===== src/rtl/fib_req_arbiter.sv =====
// Round-robin front end that shares one fibonacci_calculator between NUM_REQ
// requesters, one job at a time, with a WAIT-state timeout and per-job cycle count.
module fib_req_arbiter #(
  parameter int NUM_REQ        = 4,
  parameter int IDX_W          = 5,
  parameter int DATA_W         = 16,
  parameter int TIMEOUT_CYCLES = 1024,
  parameter int CNT_W          = 11
) (
  input  logic                     clk,
  input  logic                     reset,
  input  logic [NUM_REQ-1:0]       req_valid,
  input  logic [NUM_REQ*IDX_W-1:0] req_index,
  output logic [NUM_REQ-1:0]       req_ready,
  output logic [NUM_REQ-1:0]       resp_valid,
  output logic [DATA_W-1:0]        resp_data,
  output logic                     resp_error,
  output logic [CNT_W-1:0]         resp_cycles,
  output logic                     calc_reset,
  output logic                     calc_begin,
  output logic [IDX_W-1:0]         calc_input,
  input  logic                     calc_done,
  input  logic [DATA_W-1:0]        calc_fibo
);

  localparam int          PW = (NUM_REQ > 1) ? $clog2(NUM_REQ) : 1;
  localparam int unsigned NR = NUM_REQ;

  localparam logic [2:0] IDLE  = 3'd0;
  localparam logic [2:0] CLR   = 3'd1;
  localparam logic [2:0] START = 3'd2;
  localparam logic [2:0] WAIT  = 3'd3;
  localparam logic [2:0] RESP  = 3'd4;

  // The START cycle already counts as 1, so the limit is hit one WAIT cycle
  // before the counter itself would read TIMEOUT_CYCLES.
  localparam logic [CNT_W-1:0] CNT_LAST    = CNT_W'(TIMEOUT_CYCLES - 1);
  localparam logic [CNT_W-1:0] CNT_TIMEOUT = CNT_W'(TIMEOUT_CYCLES);
  localparam logic [NUM_REQ-1:0] ONE_REQ   = {{(NUM_REQ-1){1'b0}}, 1'b1};

  logic [2:0]       state;
  logic [PW-1:0]    rr;
  logic [PW-1:0]    grant;
  logic [PW-1:0]    pick;
  logic [PW-1:0]    cand;
  logic [PW-1:0]    rr_next;
  logic             found;
  logic [CNT_W-1:0] cnt;
  int unsigned      j;

  always_comb begin
    found = 1'b0;
    pick  = '0;
    cand  = '0;
    j     = 0;
    for (int unsigned k = 0; k < NR; k++) begin
      j = rr + k;
      if (j >= NR) j = j - NR;
      cand = PW'(j);
      if (!found && req_valid[cand]) begin
        found = 1'b1;
        pick  = cand;
      end
    end
  end

  assign rr_next = (pick == PW'(NUM_REQ - 1)) ? '0 : pick + 1'b1;

  assign req_ready  = (reset && state == IDLE && found) ? (ONE_REQ << pick) : '0;
  assign resp_valid = (reset && state == RESP) ? (ONE_REQ << grant) : '0;
  assign calc_reset = !reset || (state == CLR);
  assign calc_begin = reset && (state == START);

  always_ff @(posedge clk) begin
    if (!reset) begin
      state       <= IDLE;
      rr          <= '0;
      grant       <= '0;
      cnt         <= '0;
      calc_input  <= '0;
      resp_data   <= '0;
      resp_error  <= 1'b0;
      resp_cycles <= '0;
    end else begin
      case (state)
        IDLE: begin
          if (found) begin
            grant      <= pick;
            calc_input <= req_index[pick*IDX_W +: IDX_W];
            rr         <= rr_next;
            state      <= CLR;
          end
        end
        CLR: state <= START;
        START: begin
          cnt   <= CNT_W'(1);
          state <= WAIT;
        end
        WAIT: begin
          if (calc_done) begin
            resp_data   <= calc_fibo;
            resp_error  <= 1'b0;
            resp_cycles <= cnt;
            state       <= RESP;
          end else if (cnt == CNT_LAST) begin
            resp_data   <= '0;
            resp_error  <= 1'b1;
            resp_cycles <= CNT_TIMEOUT;
            state       <= RESP;
          end else begin
            cnt <= cnt + 1'b1;
          end
        end
        RESP:    state <= IDLE;
        default: state <= IDLE;
      endcase
    end
  end

endmodule


===== config.mk =====
export PLATFORM = sky130hd
export DESIGN_NAME = fib_req_arbiter
export DESIGN_NICKNAME = d
export VERILOG_FILES = /design/src/rtl/fib_req_arbiter.sv
export SDC_FILE = /design/constraint.sdc
export NUM_CORES = 1
export LEC_CHECK = 0
export CORE_MARGIN = 2
export CORE_UTILIZATION = 47
export DETAILED_ROUTE_END_ITERATION = 8
export GPL_TIMING_DRIVEN = 0
export PLACE_DENSITY_LB_ADDON = 0.2
export SYNTH_ARGS = -nofsm -noshare
export SYNTH_HDL_FRONTEND = slang
export SYNTH_SLANG_ARGS = --single-unit

===== constraint.sdc =====
create_clock -name clk -period 3.16 [get_ports clk]
set_input_delay 0.632 -clock clk [delete_from_list [all_inputs] [get_ports clk]]
set_output_delay 0.632 -clock clk [all_outputs]
set_load 0.02 [all_outputs]

==> out/qor.yml <==
outcome:
  status: "completed"
synth:
  synth_edf_count: 0
  ys_ff_latch: 51
  syn_inst: 259
  synth_area_leaders: "dfxtp_1, a22oi_1, nor2_1"
  yosysTopAreaCell: "dfxtp_1"
  ys_seq_area_share_pct: 44.1
  syn_area_um2: 2310
  synth-async-reset-ratio_pct: 0
  synth_top_area_share_pct: 44.1
  synth_nets: 307
  ys_warn_count: 0
  synth_most_common_cell: "dfxtp_1"
  synth_top_flop_cell: "dfxtp_1"
  ys_types: 40
  yosys-top-cells-count: "dfxtp_1, nor2_1, a22oi_1, nand2_1, nand3_1"
  avgSynthCellArea_um2: 8.93
finish:
  stdcell_area_um2: 3430
  drive_above_1_share_pct: 9.38
  diodes: 0
  nFillCells: 364
  post-route-util_pct: 72.7
  area_growth_pct: 48.5
  regArea_um2: 1020
  multi_input_area_um2: 1200
  layout.nets: 399
  final_cells: 419
cts:
  cts_made_buffers: 5
  cts_buffer_depth: 2
  insertion_delay_ns: 0.31
  hold_buffers: 0
  cts_tree: "built"
  htree_num_levels: 2
  clk_pin_slew_ns: 0.09
  cts.sinks: 51
  cts_root_buf: "clkbuf_8"
placement:
  dpl.hpwl_mm: 4.26
  place_area_um2: 3250
  gp_congestion: 0.816
  dp_cells: 411
  portBuffers: 85
timing:
  max_freq_mhz: 326
  finalClockSkew_ns: 0.00313
  rsz0062_at_grt: "false"
  setup_viol: 0
  fin_crit_sh_pct: 97.2
  period_minus_slack_ns: 3.07
  worst_pin_slew_ns: 0.602
  relSlewSlack_pct: 59.6
  finalMaxSlewViolations: 0
  finalHoldViolCount: 0
  hold_slack_ns: 0.493
critical_path:
  worstSetupStartpoint: "req_valid[2]"
  r2r-end: "resp_cycles[3]$_SDFFE_PN0P_"
  cp.required_ns: 2.53
  cp_cell_sequence: "clkdlybuf4s50_1 > or4_1 > nand2_1 > nor2_2 > and3_1 > dlygate4sd2_1"
  critical_path_class: "primary input to output port"
  r2r_cells: 8
  cp.arrival_ns: 2.44
  end_kind: "output port"
  regToRegStartpoint: "cnt[2]$_SDFFE_PN0P_"
  crit_end: "req_ready[2]"
  cpPeakStageDelay_ns: 0.59
  crit_fanout: 11
  cp-start-kind: "primary input"
  crit_path_top_delay_cell: "or4_1"
  ff2ff_setup_slack_ns: 1.19
flow_run:
  drv_cap: 0
floorplan:
  fp.dieH_um: 74.2
  initial_core_util_pct: 49.0
  die_w_um: 74.2
  rows: 25
  die_area_um2: 5500
  core_um2: 4720
  io_pins: 86
global_route:
  grt.overflow.total: 0
  antenna_found_initial: 0
  grt_max_degree: 16
  grt_pass1_vias: 2134
  grt_pass1_wl_mm: 9.57
  track_usage_pct: 22.3
detailed_routing:
  avgViaCountPerCell: 5.36
  drc: 0
  antenna_left: 0
  drt_iter0_drc: 176
  num_vias: 2247
  totalWireLength_mm: 5.89
  drt-pass1-iter-count: 4
  wire_per_inst_um: 14.0
power_and_ir_drop:
  total_power_mw: 1.54
  power.density_nw_per_um2: 448
  ir_worst_vdd_v: 0.000323
  p_leak_nw: 1.26
min_path:
  hold_class: "flop to flop"
-- how the worst min path moves through the flow --
stage | endpoint | slack, ns | cells past startpoint | startpoint
final | calc_input[2]$_SDFFE_PN0P_ | 0.49 | 2 | calc_input[2]$_SDFFE_PN0P_
after global routing | calc_input[2]$_SDFFE_PN0P_ | 0.53 | 2 | calc_input[2]$_SDFFE_PN0P_
after CTS | calc_input[2]$_SDFFE_PN0P_ | 0.49 | 2 | calc_input[2]$_SDFFE_PN0P_
after detailed placement | calc_input[2]$_SDFFE_PN0P_ | 0.47 | 2 | calc_input[2]$_SDFFE_PN0P_
after global placement | calc_input[2]$_SDFFE_PN0P_ | 0.47 | 2 | calc_input[2]$_SDFFE_PN0P_
after floorplan | grant[1]$_SDFFE_PN0P_ | 0.46 | 2 | grant[1]$_SDFFE_PN0P_
-- per-layer routing --
| metal | GRT usage, % | routed length (um) | vias up |
|---|---|---|---|
| met1 | 27.7 | 2570 | 1047 |
| li1 | - | - | 1109 |
| met3 | 7.05 | 435 | 12 |
| met5 | 0 | 0 | - |
| met4 | 7.47 | 108 | 0 |
| met2 | 36.7 | 2770 | 79 |
-- per-stage QoR --
stage | setup WS (ns) | TNS (ns)
finish | 0.0890 | 0
global route | 0.00926 | 0
CTS | -0.0111 | -0.0111
detailed placement | -0.569 | -2.38
global placement | -0.527 | -2.25
floorplan | 0.617 | 0
-- final cells by class --
cell class / instances / area share (%)
multi-input combinational: 182 / 34.9
sequential: 51 / 29.7
timing repair buffer: 87 / 25.4
buffer: 15 / 2.62
tap: 67 / 2.44
clock buffer: 6 / 2.11
clock inverter: 2 / 1.75
inverter: 9 / 0.984
-- where the power goes --
part	internal, mW	switching [mW]	leakage, nW
clock	0.316	0.219	0.0654
combinational	0.156	0.155	0.784
sequential	0.669	0.0245	0.414
-- timing repair --
item / CTS / global route
pin swaps: 0 / 1
buffers inserted: 0 / 2
resized for setup: 13 / 7
setup endpoints to repair: 7 / 8
gates cloned: 0 / 0
-- critical path, delay by kind of cell --
| family | cells | cell delay, ns |
|---|---|---|
| buffers and inverters | 2 | 0.79 |
| and+or+nand+nor | 4 | 1.02 |
-- flip-flops by register name, summed over array words and instances (netlist names) --
register and flops:
resp_data 16, cnt 11, resp_cycles 11, calc_input 5, state 3, grant 2
rr 2, resp_error 1
-- placed cells by master, fill, tap and decap left out, types with 3 or more instances in the layout --
| master | synthesis | final |
|---|---|---|
| a211oi_1 | 7 | 7 |
| a21oi_1 | 10 | 9 |
| a22oi_1 | 26 | 26 |
| and3_1 | 4 | 4 |
| buf_2 | 7 | 6 |
| clkbuf_1 | 8 | 7 |
| clkbuf_8 | 0 | 5 |
| clkdlybuf4s50_1 | 0 | 78 |
| dfxtp_1 | 51 | 51 |
| dlymetal6s2s_1 | 0 | 3 |
| ha_1 | 5 | 5 |
| inv_1 | 9 | 8 |
| mux2i_1 | 11 | 11 |
| nand2_1 | 15 | 15 |
| nand3_1 | 13 | 13 |
| nand4_1 | 3 | 3 |
| nor2_1 | 44 | 43 |
| o21ai_0 | 5 | 5 |
| o221ai_1 | 5 | 5 |
| xnor2_1 | 7 | 7 |
-- cells by family after synthesis --
family | after synthesis | share of synthesized area [%]
AND/OR/NAND/NOR | 97 | 19.8
AO/OA/AOI/OAI | 61 | 20.2
flip-flops | 51 | 44.1
buffers and inverters | 26 | 5.25
multiplexers | 12 | 5.25
XOR/XNOR | 7 | 2.65
adder cells (fa/ha/maj) | 5 | 2.70
Power figures use the tool's default switching activity.
